--- config.mk ---
export PLATFORM = sky130hd
export DESIGN_NAME = mem_access_unit
export DESIGN_NICKNAME = d
export VERILOG_FILES = /design/src/rtl/mau_pkg.sv /design/src/rtl/mau_lane.sv /design/src/rtl/mem_access_unit.sv
export SDC_FILE = /design/constraint.sdc
export NUM_CORES = 1
export LEC_CHECK = 0
export CAP_MARGIN = 20
export CORE_MARGIN = 2
export CORE_UTILIZATION = 45
export DETAILED_ROUTE_END_ITERATION = 6
export PLACE_DENSITY = 0.93
export SETUP_SLACK_MARGIN = 0.1
export SLEW_MARGIN = 10
export SYNTH_ARGS = -nofsm -noshare
export SYNTH_HDL_FRONTEND = slang
export SYNTH_SLANG_ARGS = --single-unit
--- constraint.sdc ---
create_clock -name clk -period 3 [get_ports clk]
set_clock_uncertainty 0.15 [all_clocks]
set_input_delay 0.45 -clock clk [delete_from_list [all_inputs] [get_ports clk]]
set_output_delay 0.45 -clock clk [all_outputs]
set_load 0.03 [all_outputs]
--- src/rtl/mau_pkg.sv ---
// Shared encodings for the load/store unit: request size codes and FSM states.
package mau_pkg;

   localparam logic [1:0] SZ_BYTE = 2'b00;
   localparam logic [1:0] SZ_HALF = 2'b01;
   localparam logic [1:0] SZ_WORD = 2'b10;
   localparam logic [1:0] SZ_ILL  = 2'b11;

   typedef enum logic [2:0] {
      ST_IDLE  = 3'd0,
      ST_LOAD  = 3'd1,
      ST_MERGE = 3'd2,
      ST_WRITE = 3'd3,
      ST_RESP  = 3'd4
   } state_t;

endpackage

--- src/rtl/mau_lane.sv ---
// Little-endian lane logic: load extraction with sign/zero extension, and
// sub-word store merge into the word read back from memory.
module mau_lane
   import mau_pkg::*;
(
   input  logic [31:0] i_word,
   input  logic [15:0] i_wdata,
   input  logic [1:0]  i_addr_lo,
   input  logic [1:0]  i_size,
   input  logic        i_unsigned,
   output logic [31:0] o_load_data,
   output logic [31:0] o_merged
);

   logic [7:0]  w_byte;
   logic [15:0] w_half;
   logic        w_sext_b;
   logic        w_sext_h;

   always_comb begin
      w_byte   = i_word[{i_addr_lo, 3'b000} +: 8];
      w_half   = i_addr_lo[1] ? i_word[31:16] : i_word[15:0];
      w_sext_b = !i_unsigned && w_byte[7];
      w_sext_h = !i_unsigned && w_half[15];

      case (i_size)
         SZ_BYTE: o_load_data = {{24{w_sext_b}}, w_byte};
         SZ_HALF: o_load_data = {{16{w_sext_h}}, w_half};
         default: o_load_data = i_word;
      endcase

      o_merged = i_word;
      case (i_size)
         SZ_BYTE: o_merged[{i_addr_lo, 3'b000} +: 8] = i_wdata[7:0];
         SZ_HALF: begin
            if (i_addr_lo[1]) o_merged[31:16] = i_wdata;
            else              o_merged[15:0]  = i_wdata;
         end
         default: o_merged = i_word;
      endcase
   end

endmodule

--- src/rtl/mem_access_unit.sv ---
// Load/store initiator for the word-organised data memory: one request at a
// time, read-modify-write for sub-word stores, error response with no access.
module mem_access_unit
   import mau_pkg::*;
#(
   parameter int MEM_BYTES = 1024
) (
   input  logic        clk,
   input  logic        rst,
   input  logic        req_valid,
   output logic        req_ready,
   input  logic        req_we,
   input  logic [1:0]  req_size,
   input  logic        req_unsigned,
   input  logic [31:0] req_addr,
   input  logic [31:0] req_wdata,
   output logic        rsp_valid,
   output logic [31:0] rsp_rdata,
   output logic        rsp_err,
   output logic        mem_W_en,
   output logic        mem_R_en,
   output logic [31:0] mem_addr,
   output logic [31:0] mem_din,
   input  logic [31:0] mem_dout
);

   localparam logic [31:0] LP_LIMIT = 32'(MEM_BYTES);

   state_t      r_state;
   logic [31:0] r_addr;
   logic [1:0]  r_size;
   logic        r_unsigned;
   logic [31:0] r_wword;
   logic        r_rsp_valid;
   logic        r_rsp_err;
   logic [31:0] r_rsp_rdata;

   logic        w_err;
   logic [31:0] w_load_data;
   logic [31:0] w_merged;

   always_comb begin
      w_err = (req_size == SZ_ILL)
           || (req_size == SZ_HALF && req_addr[0])
           || (req_size == SZ_WORD && req_addr[1:0] != 2'b00)
           || (req_addr >= LP_LIMIT);
   end

   mau_lane u_lane (
      .i_word      (mem_dout),
      .i_wdata     (r_wword[15:0]),
      .i_addr_lo   (r_addr[1:0]),
      .i_size      (r_size),
      .i_unsigned  (r_unsigned),
      .o_load_data (w_load_data),
      .o_merged    (w_merged)
   );

   // r_wword holds the store data until MERGE overwrites it with the merged word.
   always_ff @(posedge clk) begin
      if (rst) begin
         r_state     <= ST_IDLE;
         r_addr      <= '0;
         r_size      <= '0;
         r_unsigned  <= 1'b0;
         r_wword     <= '0;
         r_rsp_valid <= 1'b0;
         r_rsp_err   <= 1'b0;
         r_rsp_rdata <= '0;
      end else begin
         r_rsp_valid <= 1'b0;
         r_rsp_err   <= 1'b0;
         case (r_state)
            ST_IDLE: begin
               if (req_valid) begin
                  r_addr     <= req_addr;
                  r_size     <= req_size;
                  r_unsigned <= req_unsigned;
                  r_wword    <= req_wdata;
                  if (w_err) begin
                     r_state     <= ST_RESP;
                     r_rsp_valid <= 1'b1;
                     r_rsp_err   <= 1'b1;
                     r_rsp_rdata <= '0;
                  end else if (!req_we) begin
                     r_state <= ST_LOAD;
                  end else if (req_size == SZ_WORD) begin
                     r_state <= ST_WRITE;
                  end else begin
                     r_state <= ST_MERGE;
                  end
               end
            end
            ST_LOAD: begin
               r_rsp_rdata <= w_load_data;
               r_rsp_valid <= 1'b1;
               r_state     <= ST_RESP;
            end
            ST_MERGE: begin
               r_wword <= w_merged;
               r_state <= ST_WRITE;
            end
            ST_WRITE: begin
               r_rsp_rdata <= '0;
               r_rsp_valid <= 1'b1;
               r_state     <= ST_RESP;
            end
            ST_RESP: r_state <= ST_IDLE;
            default: r_state <= ST_IDLE;
         endcase
      end
   end

   assign req_ready = (r_state == ST_IDLE);
   assign rsp_valid = r_rsp_valid;
   assign rsp_err   = r_rsp_err;
   assign rsp_rdata = r_rsp_rdata;
   assign mem_R_en  = (r_state == ST_LOAD) || (r_state == ST_MERGE);
   assign mem_W_en  = (r_state == ST_WRITE) && !rst;
   assign mem_addr  = {r_addr[31:2], 2'b00};
   assign mem_din   = r_wword;

endmodule

==> flow_metrics.py <==
metrics = {
    "routing": {
        "wl_per_cell_um": 19.0,
        "viasPerCell": 6.04,
        "num_vias": 5662,
        "firstDrtPassIters": 7,
        "drtIter0Drc": 712,
        "wirelength_mm": 17.9,
        "route.detailed.drc": 0,
        "ant_nets": 0,
    },
    "clocking": {
        "htreeDepth": 3,
        "clk_pin_slew_ps": 70,
        "clk_latency_ps": 350,
        "cts_resized": 0,
        "clock_path_buffers": 2,
        "clock_sink_count": 104,
        "cts_setup_buffers": 0,
        "cts_hold_buffers": 0,
        "cts-root-buf": "clkbuf_16",
        "cts-buffers-inserted": 9,
        "cts_tree": "built",
    },
    "setup_path": {
        "critical_path.slowest_cell": "nor4b_2",
        "reg2reg_from": "r_size[0]",
        "critPathMaxFanout": 19,
        "endpoint_kind": "register",
        "path_cells": "buf_4 > nor2_8 > nand2_2 > nor4b_2 > a221oi_1 > o32ai_1",
        "crit_arrival_ps": 2740,
        "rr_worst_depth": 6,
        "crit_start": "r_size[0]",
        "required_ps": 3100,
        "critPathMaxStageDelay_ps": 650,
        "start_kind": "register",
        "path_class": "register to register",
    },
    "placed_design": {
        "placed_area_um2": 7260,
        "place.gp.congestion": 0.952,
        "port_buffers": 201,
        "place_ws_ps": 214,
        "dp_hpwl_mm": 13.2,
        "post-place-cells": 923,
    },
    "yosys": {
        "syn_inst": 642,
        "ys_types": 57,
        "synth_ff_type": "dfxtp_1",
        "synthArstFlopShare_pct": 0,
        "synth_top_area_share_pct": 38.7,
        "syn_area_per_cell_um2": 8.37,
        "ys_warn_count": 0,
        "ys_seq_area_share_pct": 38.7,
        "ys_ff_latch": 104,
        "synth_top_cell_by_area": "dfxtp_1",
        "netlist_area_um2": 5380,
        "synth_enable_flop_cells": 0,
        "ys_top_cells_by_area": "dfxtp_1 (39%), nand2_1 (7.7%), a221oi_1 (5.4%), a21oi_1 (4.7%), buf_4 (4.7%)",
    },
    "status": {
        "status": "completed",
    },
    "timing": {
        "finalMaxSlewViolations": 0,
        "hold_viol": 0,
        "layout_min_cycle_time_ps": 2630,
        "worstMarginPinSlew_ps": 828,
        "finalSetupViolCount": 0,
        "holdWs_ps": 303,
        "timing.fmax_mhz": 380,
        "rsz0062_at_grt": "false",
        "slew_headroom_pct": 43.4,
        "fin_ws_ps": 368,
        "fin_crit_sh_pct": 87.7,
        "fin_setup_tns_ps": 0,
    },
    "global_routing": {
        "antenna_found_initial": 0,
        "grtUsageTotal_pct": 27.4,
        "grt_pass1_vias": 5351,
        "grt.overflow.total": 0,
        "grt_pass1_wl_mm": 28.0,
        "grt_max_degree": 37,
    },
    "floorplan": {
        "num_rows": 39,
        "core_area_um2": 11500,
        "die_x_um": 113,
        "die-height_um": 113,
        "pin_count": 204,
        "dieArea_um2": 12800,
        "start_util_pct": 46.7,
    },
    "power_and_ir_drop": {
        "p_clk_share_pct": 34.5,
        "peakVddDrop_mv": 0.293,
        "p_seq_share_pct": 43.2,
        "static-leakage-power_nw": 2.79,
        "power_density_nw_per_um2": 458,
        "intPower_mw": 2.47,
        "p_comb_share_pct": 22.3,
        "total_power_mw": 3.46,
        "switchingPower_mw": 0.997,
        "swShare_pct": 28.8,
    },
    "worst_hold_path": {
        "hold_depth": 2,
        "worstHoldPathType": "register to register",
        "min-delay-start": "r_addr[14]",
    },
    "finish": {
        "instances_no_fill": 938,
        "antennaDiodeCount": 0,
        "fin_area_um2": 7560,
        "area_delta_synth_final_pct": 40.7,
        "seqCellArea_um2": 2080,
        "nets": 899,
        "layout_common_cells": "clkdlybuf4s50_1 (199), nand2_1 (111), dfxtp_1 (103)",
        "multi_input_area_um2": 2780,
        "fillers": 972,
        "drive_gt1_share_pct": 7.17,
        "layout_commonest_cell": "clkdlybuf4s50_1",
        "fin_util_pct": 65.7,
    },
    "job": {
        "maxCapViolCount": 0,
    },
}
==> area by class of cell <==
cell class	instances	share of cell area, %
multi-input combinational	438	36.8
sequential	104	27.5
inverter	20	0.993
timing repair buffer	218	28.4
clock inverter	4	0.728
tap	143	2.37
clock buffer	11	3.21
==> synth_stat cells (12+ instances only) <==
| master | n |
|---|---|
| nand2_1 | 111 |
| dfxtp_1 | 104 |
| a21oi_1 | 51 |
| nor2_1 | 38 |
| buf_4 | 34 |
| a221oi_1 | 33 |
| clkbuf_1 | 29 |
| nor2b_1 | 22 |
| inv_1 | 20 |
| o21ai_0 | 19 |
| o2bb2ai_1 | 17 |
| a22o_1 | 12 |
==> power by group through the flow <==
stage | clock network, mW | logic [mW] | registers (mW)
finish | 1.19 | 0.774 | 1.50
global placement | 0 | 0.748 | 1.52
detailed placement | 0 | 0.760 | 1.53
global route | 1.27 | 0.822 | 1.50
CTS | 1.20 | 0.765 | 1.49
floorplan | 0 | 0.394 | 1.56
==> worst max-delay path: cells and delay by family (launching register included) <==
family	cells	cell delay, ps
flip-flops	1	530
AO/OA/AOI/OAI	2	610
AND/OR/NAND/NOR	3	940
buffers and inverters	1	300
==> per-layer routing <==
layer / GRT usage (%) / part of all wire (%) / wire (µm)
met1: 36.9 / 42 / 7420
met2: 41.6 / 45 / 7970
met3: 9.00 / 11 / 1930
met4: 9.19 / 3.0 / 537
met5: 0 / 0 / 0
==> flip-flops by register name, indices dropped and copies added (netlist names) <==
name / count
r_size: 2
r_state: 3
r_addr: 32
rsp_rdata: 32
mem_din: 32
rsp_valid: 1
rsp_err: 1
r_unsigned: 1
==> logic make-up (layout without fill, tap and decap cells) <==
group	count (synthesis)	in the layout	synth area share [%]
and+or+nand+nor	210	210	18.4
other	1	2	0.0697
muxes	14	14	3.61
DFF	104	104	38.7
buffers and inverters	101	253	9.70
adders and majority gates	5	5	1.16
AOI/OAI and AO/OA	207	207	28.3
==> path summary, 6_finish.rpt <==
path / to / slack (ps)
worst min-delay path: r_addr[14] / 300
worst max register to register: mem_din[14] / 370
worst max-delay path: mem_din[14] / 370
worst min register to register: r_addr[14] / 300
No activity file was read; power rests on OpenSTA's default activity.
